==> config.mk <==
export PLATFORM = sky130hd
export DESIGN_NAME = bp_event_counter_sampler
export DESIGN_NICKNAME = d
export VERILOG_FILES = /design/src/rtl/bp_event_counter_pkg.sv /design/src/rtl/bsg_counter_clear_up.sv /design/src/rtl/bp_event_counter_sampler.sv
export SDC_FILE = /design/constraint.sdc
export NUM_CORES = 1
export LEC_CHECK = 0
export CAP_MARGIN = 40
export CELL_PAD_IN_SITES_DETAIL_PLACEMENT = 1
export CELL_PAD_IN_SITES_GLOBAL_PLACEMENT = 1
export CORE_AREA = 2 2 317 319
export CTS_BUF_LIST = sky130_fd_sc_hd__clkbuf_8
export CTS_CLUSTER_DIAMETER = 150
export DETAILED_ROUTE_END_ITERATION = 8
export DIE_AREA = 0 0 319 321
export HOLD_SLACK_MARGIN = 0.06
export PLACE_DENSITY = 0.78
export RECOVER_POWER = 50
export SLEW_MARGIN = 10
export SYNTH_ARGS = -nofsm -noshare
export SYNTH_HDL_FRONTEND = slang
export SYNTH_SLANG_ARGS = --single-unit
==> constraint.sdc <==
create_clock -name clk_i -period 83.9 [get_ports clk_i]
set_input_delay 25.17 -clock clk_i [delete_from_list [all_inputs] [get_ports clk_i]]
set_output_delay 25.17 -clock clk_i [all_outputs]
set_load 0.02 [all_outputs]
==> src/rtl/bp_event_counter_pkg.sv <==
// Shared types for the event counter sampler.
package bp_event_counter_pkg;

    typedef enum logic {
        e_sampler_idle   = 1'b0,
        e_sampler_stream = 1'b1
    } sampler_state_e;

endpackage

==> src/rtl/bsg_counter_clear_up.sv <==
// Up counter with synchronous clear; clear and up together load 1.
module bsg_counter_clear_up #(
    parameter int width_p = 8
) (
    input  logic               clk_i,
    input  logic               reset_i,
    input  logic               clear_i,
    input  logic               up_i,
    output logic [width_p-1:0] count_o
);

    always_ff @(posedge clk_i) begin
        if (reset_i) begin
            count_o <= '0;
        end else if (clear_i && up_i) begin
            count_o <= {{(width_p-1){1'b0}}, 1'b1};
        end else if (clear_i) begin
            count_o <= '0;
        end else if (up_i) begin
            count_o <= count_o + 1'b1;
        end
    end

endmodule

==> src/rtl/bp_event_counter_sampler.sv <==
// Snapshots a bank of live event counters on a periodic or host trigger and
// streams them out as a header word followed by one word per counter.
module bp_event_counter_sampler
    import bp_event_counter_pkg::*;
#(
    parameter int width_p          = 32,
    parameter int num_counters_p   = 22,
    parameter int interval_width_p = 32
) (
    input  logic                              clk_i,
    input  logic                              reset_i,
    input  logic                              freeze_i,
    input  logic                              enable_i,
    input  logic [interval_width_p-1:0]       interval_i,
    input  logic                              sample_req_i,
    input  logic [num_counters_p*width_p-1:0] counters_i,
    output logic [width_p-1:0]                data_o,
    output logic                              v_o,
    input  logic                              ready_and_i,
    output logic                              last_o,
    output logic                              busy_o,
    output logic [width_p-1:0]                dropped_o
);

    localparam int idx_width_lp = $clog2(num_counters_p + 1);
    localparam logic [idx_width_lp-1:0] last_idx_lp = idx_width_lp'(num_counters_p);

    sampler_state_e state, state_n;
    logic [idx_width_lp-1:0]           idx;
    logic [interval_width_p-1:0]       tick;
    logic [width_p-1:0]                seq;
    logic [width_p-1:0]                header;
    logic [num_counters_p*width_p-1:0] snap;

    logic tick_run, periodic_trig, trigger;
    logic busy, accept, is_last, capture, saturated;

    assign tick_run      = enable_i & ~freeze_i & (interval_i != '0);
    assign periodic_trig = tick_run & (tick == interval_i - 1'b1);
    assign trigger       = (periodic_trig | sample_req_i) & ~freeze_i;

    assign busy      = (state == e_sampler_stream);
    assign accept    = busy & ready_and_i;
    assign is_last   = busy & (idx == last_idx_lp);
    assign capture   = (state == e_sampler_idle) & trigger;
    assign saturated = &dropped_o;

    always_ff @(posedge clk_i) begin
        if (reset_i || !tick_run) begin
            tick <= '0;
        end else if (periodic_trig) begin
            tick <= '0;
        end else begin
            tick <= tick + 1'b1;
        end
    end

    always_ff @(posedge clk_i) begin
        if (reset_i) begin
            state <= e_sampler_idle;
        end else begin
            state <= state_n;
        end
    end

    always_comb begin
        state_n = state;
        case (state)
            e_sampler_idle:   if (trigger) state_n = e_sampler_stream;
            e_sampler_stream: if (accept && is_last) state_n = e_sampler_idle;
            default:          state_n = e_sampler_idle;
        endcase
    end

    always_ff @(posedge clk_i) begin
        if (reset_i) begin
            idx <= '0;
            seq <= '0;
        end else if (capture) begin
            idx <= '0;
            seq <= seq + 1'b1;
        end else if (accept) begin
            idx <= is_last ? '0 : idx + 1'b1;
        end
    end

    // The snapshot is a shift register: counter words drain from the low end
    // as they are accepted, so the current word is always at bit 0.
    always_ff @(posedge clk_i) begin
        if (capture) begin
            snap   <= counters_i;
            header <= seq;
        end else if (accept && idx != '0) begin
            snap <= snap >> width_p;
        end
    end

    bsg_counter_clear_up #(
        .width_p(width_p)
    ) dropped_counter (
        .clk_i  (clk_i),
        .reset_i(reset_i),
        .clear_i(1'b0),
        .up_i   (trigger & busy & ~saturated),
        .count_o(dropped_o)
    );

    assign data_o = (idx == '0) ? header : snap[width_p-1:0];
    assign v_o    = busy;
    assign busy_o = busy;
    assign last_o = is_last;

endmodule

==> flow_summary.yaml, run 1 <==
timing:
  max_freq_mhz: 24.0
  worst_pin_slew_ns: 9.90
  finalCriticalPeriod_ns: 41.65
  maxSlewViolCount: 1005
  setup_viol: 0
  finClkSkew_ns: 0.0465
  hold_viol_final: 0
  rsz0062_at_grt: "no"
  fin_setup_tns_ns: 0
  fin_crit_sh: 0.496
  slew_headroom: -5.60
synth:
  synth-compound-area-share: 0.0214
  synth_ff_type: "edfxtp_1"
  synth_cell_types: 70
  netlist.top_cell.by_area: "edfxtp_1"
  synth_top_area_frac: 0.596
  synth_top_family_by_area: "simple AND/OR/NAND/NOR gates"
  netlist_instances: 3731
  synth-simple-area-share: 0.267
  yosys-top-cells-count: "2063 x nand2_1, 736 x edfxtp_1, 105 x clkbuf_1, 102 x dfxtp_1, 100 x nor2_1"
  yosysMostFrequentCell: "nand2_1"
  synth_warnings: 0
  synth_edf_count: 736
  ys_ff_latch: 838
  synth_area_leaders: "edfxtp_1 60%, nand2_1 21%, dfxtp_1 5.5%"
  syn-mean-instance-area_um2: 9.94
  syn-num-nets: 4480
  synth.yosys.seq_area_share: 0.651
  async_flop_share: 0
  synth_area_um2: 37100
  synth_fa_ha_area_frac: 0.00236
  synth_xor_area_frac: 0.0215
  synth_mux_area_frac: 0.0127
cts:
  htree_levels: 4
  cts_tree: "yes"
  clkTransAtPathRegs_ns: 0.06
  clock_sinks: 838
  hold_buffers: 0
  clockRootBuffer: "clkbuf_8"
  cts_repair_resize_count: 0
  numCtsBuffers: 147
  clk_path_buf_depth: 3
  cts_setup_buffers: 0
  clk_latency_ns: 0.81
power:
  ir_drop_uv: 12.1
  power.share.clock: 0.367
  swShare: 0.248
  pwr-share-seq: 0.517
  p_switching_uw: 234
  cellPowerDensity_nw_per_um2: 19.3
  internal_power_uw: 710
  p_comb_frac: 0.116
  power.total_uw: 944
  p_leak_nw: 19.9
global_route:
  grt_usage: 0.247
  antenna_found_initial: 52
  grt_pass1_vias: 31093
  grt_overflow: 0
  grt_pass1_wl_um: 190000
  grt_max_degree: 228
worst_hold_path:
  worstHoldPathType: "register to register"
  hold_depth: 0
routing:
  viasPerCell: 4.98
  finalWirelength_um: 129000
  first_pass_iters: 5
  drtAntennaViolNets: 0
  drc: 0
  vias: 29671
  drtIter0Drc: 2190
  wl_per_cell_um: 21.6
worst_setup_path:
  required_ns: 84.31
  r2r_cells: 13
  worst_ep_arrival_time_ns: 42.06
  worstSetupPathType: "input port to register"
  start_kind: "input port"
  reg2reg_slack_ns: 68.42
  cp_max_fo: 171
  cp-end-kind: "register"
floorplanning:
  die_h_um: 321
  die_area_um2: 102000
  io_pins: 809
  start_util: 0.374
  die_width_um: 319
  row_count: 116
  core_area_um2: 99300
place:
  gp_congestion: 0.901
  dp.final_hpwl_um: 93400
  io_buffers: 808
finish:
  drive_gt1_frac: 0.0535
  area_delta_synth_final_pct: 32.0
  fin_nets: 5279
status:
  status: "complete, but fails checks"
  violations: "capacitance limit, slew limit"
run:
  drv_cap: 12
==> layer usage <==
metal | track usage | vias up | part of all wire
li1 | - | 14073 | -
met1 | 0.277 | 14403 | 0.38
met2 | 0.439 | 910 | 0.51
met3 | 0.0752 | 235 | 0.071
met4 | 0.0929 | 50 | 0.031
met5 | 0 | - | 0.0026
==> through the flow <==
step	instances	cell area, µm²	setup slack, ns	utilization	hold WS (ns)
6_report	5963	49000	42.25	0.493	0.449
5_1_grt	5959	49000	40.70	0.493	0.471
4_1_cts	5933	49100	52.11	0.494	0.456
3_5_place_dp	5679	46500	51.17	0.468	0.442
3_3_place_gp	5669	46200	50.96	0.466	0.424
2_1_floorplan	3731	37100	6.95	-	0.417
==> registers in the layout, indices dropped and copies added, names as in the netlist <==
name                     count
snap                       704
dropped_counter.count_o     32
header                      32
seq                         32
tick                        32
idx                          5
busy_o                       1
==> kinds of logic (layout without fill, tap and decap cells) <==
kind of cell | count (synthesis) | count (layout)
AND/OR/NAND/NOR | 2430 | 2430
flip-flops | 838 | 838
buffers and inverters | 214 | 1118
AO/OA/AOI/OAI | 109 | 109
XOR/XNOR | 91 | 91
multiplexers | 42 | 42
adder cells (fa/ha/maj) | 7 | 7
other | 0 | 30
==> power by group through the flow <==
| stage | Clock, mW | Combinational [mW] | Sequential, mW |
|---|---|---|---|
| finish | 0.347 | 0.110 | 0.488 |
| floorplan | 0 | 0.0463 | 0.532 |
| detailed placement | 0 | 0.107 | 0.495 |
| CTS | 0.356 | 0.107 | 0.487 |
| global route | 0.372 | 0.120 | 0.490 |
| global placement | 0 | 0.103 | 0.494 |
==> placed cells by master (no fill, tap or decap), types with 9 or more instances in the layout <==
cell / synthesis / final
clkbuf_1: 105 / 10
nor2_1: 100 / 99
nor4_1: 14 / 17
nor2b_1: 14 / 14
nand2_1: 2063 / 2065
and3_1: 52 / 52
nand4_1: 28 / 29
edfxtp_1: 736 / 736
nand3_1: 37 / 37
dfxtp_1: 102 / 102
o21ai_0: 12 / 12
xor2_1: 38 / 38
clkdlybuf4s50_1: 0 / 755
clkinv_1: 0 / 27
and4_1: 13 / 13
buf_4: 2 / 9
or3_1: 9 / 9
xnor2_1: 53 / 53
nor3_1: 30 / 33
mux2_2: 41 / 26
dlygate4sd3_1: 0 / 52
a21oi_1: 31 / 31
or4_1: 13 / 13
inv_1: 24 / 75
clkinv_2: 0 / 9
mux2_1: 0 / 15
clkbuf_8: 0 / 157
diode_2: 0 / 30
==> critical path, stage by stage <==
cell	delay (ns)
dlygate4sd3_1	0.63
nor4_1	1.24
nand4_1	0.66
nor4_1	0.59
o211ai_1	0.19
a211oi_1	0.50
a41o_2	0.27
nand2_1	0.86
o21ai_0	1.61
clkbuf_1	6.97
clkbuf_1	1.36
buf_16	0.35
buf_12	0.56
buf_4	0.82
==> path summary, 6_finish.rpt <==
check | endpoint | start
min reg2reg | header[31] | seq[31]
max reg2reg | snap[409] | tick[24]
min | header[31] | seq[31]
max | snap[409] | interval_i[4]
==> cell type report <==
cell class / count / area [µm²]
diodes: 30 / 75.1
clock buffers: 157 / 2160
clock inverters: 97 / 452
fillers: 11147 / 50300
inverters: 25 / 95.1
multi-input cells: 2679 / 12000
flip-flops and latches: 838 / 24100
well taps: 1298 / 1620
repair buffers: 839 / 8450
Power figures use the tool's default switching activity.
==> inputs of run 2 (changes only) <==
--- a/config.mk
+++ b/config.mk
@@ -8,11 +8,11 @@
 export CAP_MARGIN = 40
 export CELL_PAD_IN_SITES_DETAIL_PLACEMENT = 1
 export CELL_PAD_IN_SITES_GLOBAL_PLACEMENT = 1
-export CORE_AREA = 2 2 317 319
+export CORE_MARGIN = 2
+export CORE_UTILIZATION = 36
 export CTS_BUF_LIST = sky130_fd_sc_hd__clkbuf_8
 export CTS_CLUSTER_DIAMETER = 150
 export DETAILED_ROUTE_END_ITERATION = 8
-export DIE_AREA = 0 0 319 321
 export HOLD_SLACK_MARGIN = 0.06
 export PLACE_DENSITY = 0.78
 export RECOVER_POWER = 50
==> constraint.sdc (replaced) <==
create_clock -name clk_i -period 34.2 [get_ports clk_i]
set_input_delay 10.26 -clock clk_i [delete_from_list [all_inputs] [get_ports clk_i]]
set_output_delay 10.26 -clock clk_i [all_outputs]
set_load 0.02 [all_outputs]
==> flow_summary.yaml, run 2 (synthesis results as in run 1) <==
status:
  status: "complete, but fails checks"
  violations: "capacitance limit, slew limit"
worst_setup_path:
  worst_path_most_repeated_cell: "clkbuf_1"
  cp-end-kind: "register"
  slowest_stage: "nand2_1"
  worst_ep_arrival_time_ns: 24.41
  cp_num_buf_inv: 5
  path_cells: "dlygate4sd3_1 -> nor4_1 -> nand4_1 -> nor4_1 -> o211ai_1 -> a211oi_1 -> a41o_1 -> nand2_1 -> o21ai_0 -> clkbuf_1 -> clkbuf_1 -> clkbuf_1 -> buf_16"
  crit_path_max_incr_delay_ns: 2.83
  worstSetupPathType: "input port to register"
  required_ns: 34.69
  crit_family: "buffers and inverters"
  start_kind: "input port"
  cp_max_fo: 107
finish:
  final.fill_count: 11412
  instances_no_fill: 6055
  multi_input_area_um2: 12000
  final_common_cell: "nand2_1"
  top_register: "snap"
  largest_reg_flops: 704
  final_cell_mix: "2065 x nand2_1, 750 x clkdlybuf4s50_1, 736 x edfxtp_1, 161 x clkbuf_8, 102 x dfxtp_1"
  final_util: 0.483
  regArea_um2: 24100
  fin_nets: 5282
  finish.instance_area_um2: 49300
  area_delta_synth_final_pct: 32.9
  drive_gt1_frac: 0.0567
timing:
  finClkSkew_ns: 0.0505
  finalCriticalPeriod_ns: 23.92
  hold_viol_final: 0
  fin_crit_sh: 0.699
  maxSlewViolCount: 412
  setup_viol: 0
  max_freq_mhz: 41.8
  fin_setup_tns_ns: 0
  rsz0062_at_grt: "no"
  slew_headroom: -1.72
  worst_pin_slew_ns: 4.08
cts:
  clockRootBuffer: "clkbuf_8"
  cts_tree: "yes"
  hold_buffers: 0
  clkTransAtPathRegs_ns: 0.06
  cts_setup_buffers: 0
  htree_levels: 4
  clk_path_buf_depth: 3
  clk_latency_ns: 0.86
  clock_sinks: 838
  cts_repair_resize_count: 0
  numCtsBuffers: 148
worst_hold_path:
  worstHoldPathType: "register to register"
routing:
  drc: 0
  first_pass_iters: 5
  viasPerCell: 4.96
  drtAntennaViolNets: 0
  drtIter0Drc: 2294
  vias: 30024
  wl_per_cell_um: 21.7
  finalWirelength_um: 131000
place:
  gp_congestion: 0.878
  dpl_cell_area_um2: 46600
  dp_cells: 5750
  dp.final_hpwl_um: 95200
  io_buffers: 808
power:
  power.total_mw: 2.33
  p_comb_frac: 0.114
  pwr-share-seq: 0.512
  power.share.clock: 0.374
  internal_power_mw: 1.74
  p_switching_uw: 590
  p_leak_nw: 20.0
  ir_drop_uv: 30.6
  cellPowerDensity_nw_per_um2: 47.3
  swShare: 0.253
global_route:
  grt_pass1_wl_um: 193000
  grt_pass1_vias: 31327
  grt_usage: 0.242
  grt_overflow: 0
  grt_max_degree: 236
  antenna_found_initial: 50
floorplanning:
  die_h_um: 325
  row_count: 117
  start_util: 0.364
  core_area_um2: 102000
  io_pins: 809
  die_area_um2: 106000
  die_width_um: 325
run:
  drv_cap: 8
run 2: cell types whose count changed in the layout (fill, tap and decap cells not counted), moves of 5 or more:
cell	before	now
clkdlybuf4s50_1	755	750
diode_2	30	35
dlygate4sd3_1	52	57
inv_1	75	84
mux2_1	15	10
mux2_2	26	31
run 2: power by group through the flow:
stage	logic [mW]	registers [mW]	clock network, mW
6_report	0.265	1.19	0.872
5_1_grt	0.289	1.20	0.937
4_1_cts	0.268	1.19	0.896
3_5_place_dp	0.266	1.21	0
3_3_place_gp	0.255	1.21	0
2_1_floorplan	0.114	1.24	0
run 2: area by class of cell:
class | instances | share of cell area
diodes | 35 | 0.00178
clock buffers | 161 | 0.0450
clock inverters | 108 | 0.00995
inverters | 25 | 0.00193
multi-input cells | 2679 | 0.243
flip-flops and latches | 838 | 0.490
well taps | 1368 | 0.0347
repair buffers | 841 | 0.174
run 2: path summary, 6_finish.rpt:
check / start / to / slack, ns / depth (start not counted)
setup reg to reg: tick[24] / snap[606] / 20.65 / 12
hold / removal: seq[11] / header[11] / 0.45 / 0
setup / recovery: interval_i[2] / snap[606] / 10.28 / 13
hold reg to reg: seq[11] / header[11] / 0.45 / 0
run 2: routing by layer:
layer / share of wire / vias to the layer above / global-route usage
met5: 0.0014 / - / 0
met4: 0.035 / 30 / 0.102
met3: 0.068 / 261 / 0.0692
met2: 0.51 / 986 / 0.427
met1: 0.38 / 14656 / 0.274
li1: - / 14091 / -
run 2: metrics by stage:
step                      hold WS, ns  setup WS [ns]
after floorplan                 0.417           4.82
after global placement          0.445          16.18
after detailed placement        0.458          16.71
after CTS                       0.469          17.63
after global routing            0.468           9.06
final                           0.450          10.28
==> inputs of run 3 (changes only) <==
--- a/config.mk
+++ b/config.mk
@@ -8,11 +8,11 @@
 export CAP_MARGIN = 40
 export CELL_PAD_IN_SITES_DETAIL_PLACEMENT = 1
 export CELL_PAD_IN_SITES_GLOBAL_PLACEMENT = 1
-export CORE_MARGIN = 2
-export CORE_UTILIZATION = 36
+export CORE_AREA = 2 2 317 319
 export CTS_BUF_LIST = sky130_fd_sc_hd__clkbuf_8
 export CTS_CLUSTER_DIAMETER = 150
 export DETAILED_ROUTE_END_ITERATION = 8
+export DIE_AREA = 0 0 319 321
 export HOLD_SLACK_MARGIN = 0.06
 export PLACE_DENSITY = 0.78
 export RECOVER_POWER = 50
==> constraint.sdc (replaced) <==
create_clock -name clk_i -period 23.8 [get_ports clk_i]
set_input_delay 7.14 -clock clk_i [delete_from_list [all_inputs] [get_ports clk_i]]
set_output_delay 7.14 -clock clk_i [all_outputs]
set_load 0.02 [all_outputs]
==> flow_summary.yaml, run 3 (synthesis results as in run 1) <==
finish:
  largest_reg_flops: 704
  drive_gt1_frac: 0.0569
  final.fill_count: 11117
  top_register: "snap"
  final_cell_mix: "2065 x nand2_1, 748 x clkdlybuf4s50_1, 736 x edfxtp_1, 160 x clkbuf_8, 102 x dfxtp_1"
  area_delta_synth_final_pct: 32.4
  final_common_cell: "nand2_1"
  fin_nets: 5285
floorplanning:
  row_count: 116
  core_area_um2: 99300
  die_h_um: 321
  die_area_um2: 102000
  io_pins: 809
  die_width_um: 319
  start_util: 0.374
cts:
  clock_sinks: 838
  clkTransAtPathRegs_ns: 0.06
  cts_repair_resize_count: 0
  cts_setup_buffers: 0
  clockRootBuffer: "clkbuf_8"
  htree_levels: 4
  cts_tree: "yes"
  numCtsBuffers: 149
  clk_path_buf_depth: 3
  hold_buffers: 0
  clk_latency_ns: 0.82
timing:
  setup_viol: 0
  worst_pin_slew_ns: 3.98
  max_freq_mhz: 56.5
  fin_setup_tns_ns: 0
  rsz0062_at_grt: "no"
  slew_headroom: -1.65
  finClkSkew_ns: 0.0424
  fin_crit_sh: 0.743
  maxSlewViolCount: 382
  finalCriticalPeriod_ns: 17.69
  hold_viol_final: 0
run:
  drv_cap: 9
worst_setup_path:
  cp_max_fo: 172
  required_ns: 24.29
  start_kind: "input port"
  worst_ep_arrival_time_ns: 18.18
  cp-end-kind: "register"
  worstSetupPathType: "input port to register"
routing:
  viasPerCell: 4.97
  vias: 29689
  drtAntennaViolNets: 0
  finalWirelength_um: 130000
  drtIter0Drc: 2236
  drc: 0
  first_pass_iters: 5
  wl_per_cell_um: 21.7
power:
  pwr-share-seq: 0.515
  p_switching_uw: 825
  swShare: 0.248
  p_leak_nw: 19.9
  ir_drop_uv: 46.2
  p_comb_frac: 0.112
  internal_power_mw: 2.50
  cellPowerDensity_nw_per_um2: 67.8
  power.share.clock: 0.373
  power.total_mw: 3.33
place:
  dp.final_hpwl_um: 94400
  gp_congestion: 0.892
  io_buffers: 808
global_route:
  grt_max_degree: 215
  grt_pass1_vias: 31365
  grt_overflow: 0
  grt_pass1_wl_um: 190000
  grt_usage: 0.247
  antenna_found_initial: 58
status:
  violations: "capacitance limit, slew limit"
  status: "complete, but fails checks"
worst_hold_path:
  worstHoldPathType: "register to register"
[run 3: layer usage]
layer  up-vias  track usage  wire (µm)
met5         -            0        377
met3       260       0.0834       9900
li1      14094            -          -
met4        54        0.109       4420
met2       875        0.441      67100
met1     14406        0.264      47900
[run 3: path summary, 6_finish.rpt]
| path | from | endpoint | slack (ns) | cells past startpoint |
|---|---|---|---|---|
| worst max-delay path | interval_i[4] | snap[441] | 6.11 | 12 |
| worst min-delay path | seq[30] | header[30] | 0.48 | 0 |
| worst max register to register | tick[24] | snap[441] | 14.22 | 11 |
| worst min register to register | seq[30] | header[30] | 0.48 | 0 |
[run 3: final cells by class]
| class | instances | area (µm²) | share of cell area |
|---|---|---|---|
| Tap cell | 1298 | 1620 | 0.0331 |
| Sequential cell | 838 | 24100 | 0.491 |
| Timing Repair Buffer | 843 | 8520 | 0.174 |
| Clock buffer | 160 | 2200 | 0.0448 |
| Multi-Input combinational cell | 2679 | 12000 | 0.244 |
| Inverter | 25 | 101 | 0.00206 |
| Antenna cell | 35 | 87.6 | 0.00178 |
| Clock inverter | 97 | 470 | 0.00958 |
[run 3: critical path, stage by stage]
cell           delay, ns
dlygate4sd3_1       0.65
nor4_1              1.17
nand4_1             0.68
nor4_1              0.55
o211ai_1            0.15
a211oi_1            0.56
a41o_2              0.29
nand2_1             2.10
o21ai_0             2.13
buf_12              0.62
clkbuf_1            1.54
buf_12              0.35
[run 3: power groups by stage]
stage	logic, mW	registers [mW]	clock network, mW
2_1_floorplan	0.163	1.76	0
5_1_grt	0.409	1.72	1.33
3_5_place_dp	0.376	1.74	0
3_3_place_gp	0.362	1.74	0
4_1_cts	0.379	1.72	1.27
6_report	0.373	1.72	1.24
[run 3: metrics by stage]
| stage | area, µm² | hold WS [ns] | util | setup slack [ns] | instances |
|---|---|---|---|---|---|
| final | 49100 | 0.478 | 0.495 | 6.11 | 5975 |
| after global routing | 49100 | 0.496 | 0.495 | 4.89 | 5963 |
| after CTS | 49200 | 0.477 | 0.495 | 10.37 | 5939 |
| after detailed placement | 46500 | 0.472 | 0.468 | 9.49 | 5682 |
| after global placement | 46300 | 0.463 | 0.466 | 9.44 | 5672 |
| after floorplan | 37100 | 0.417 | - | 4.68 | 3731 |
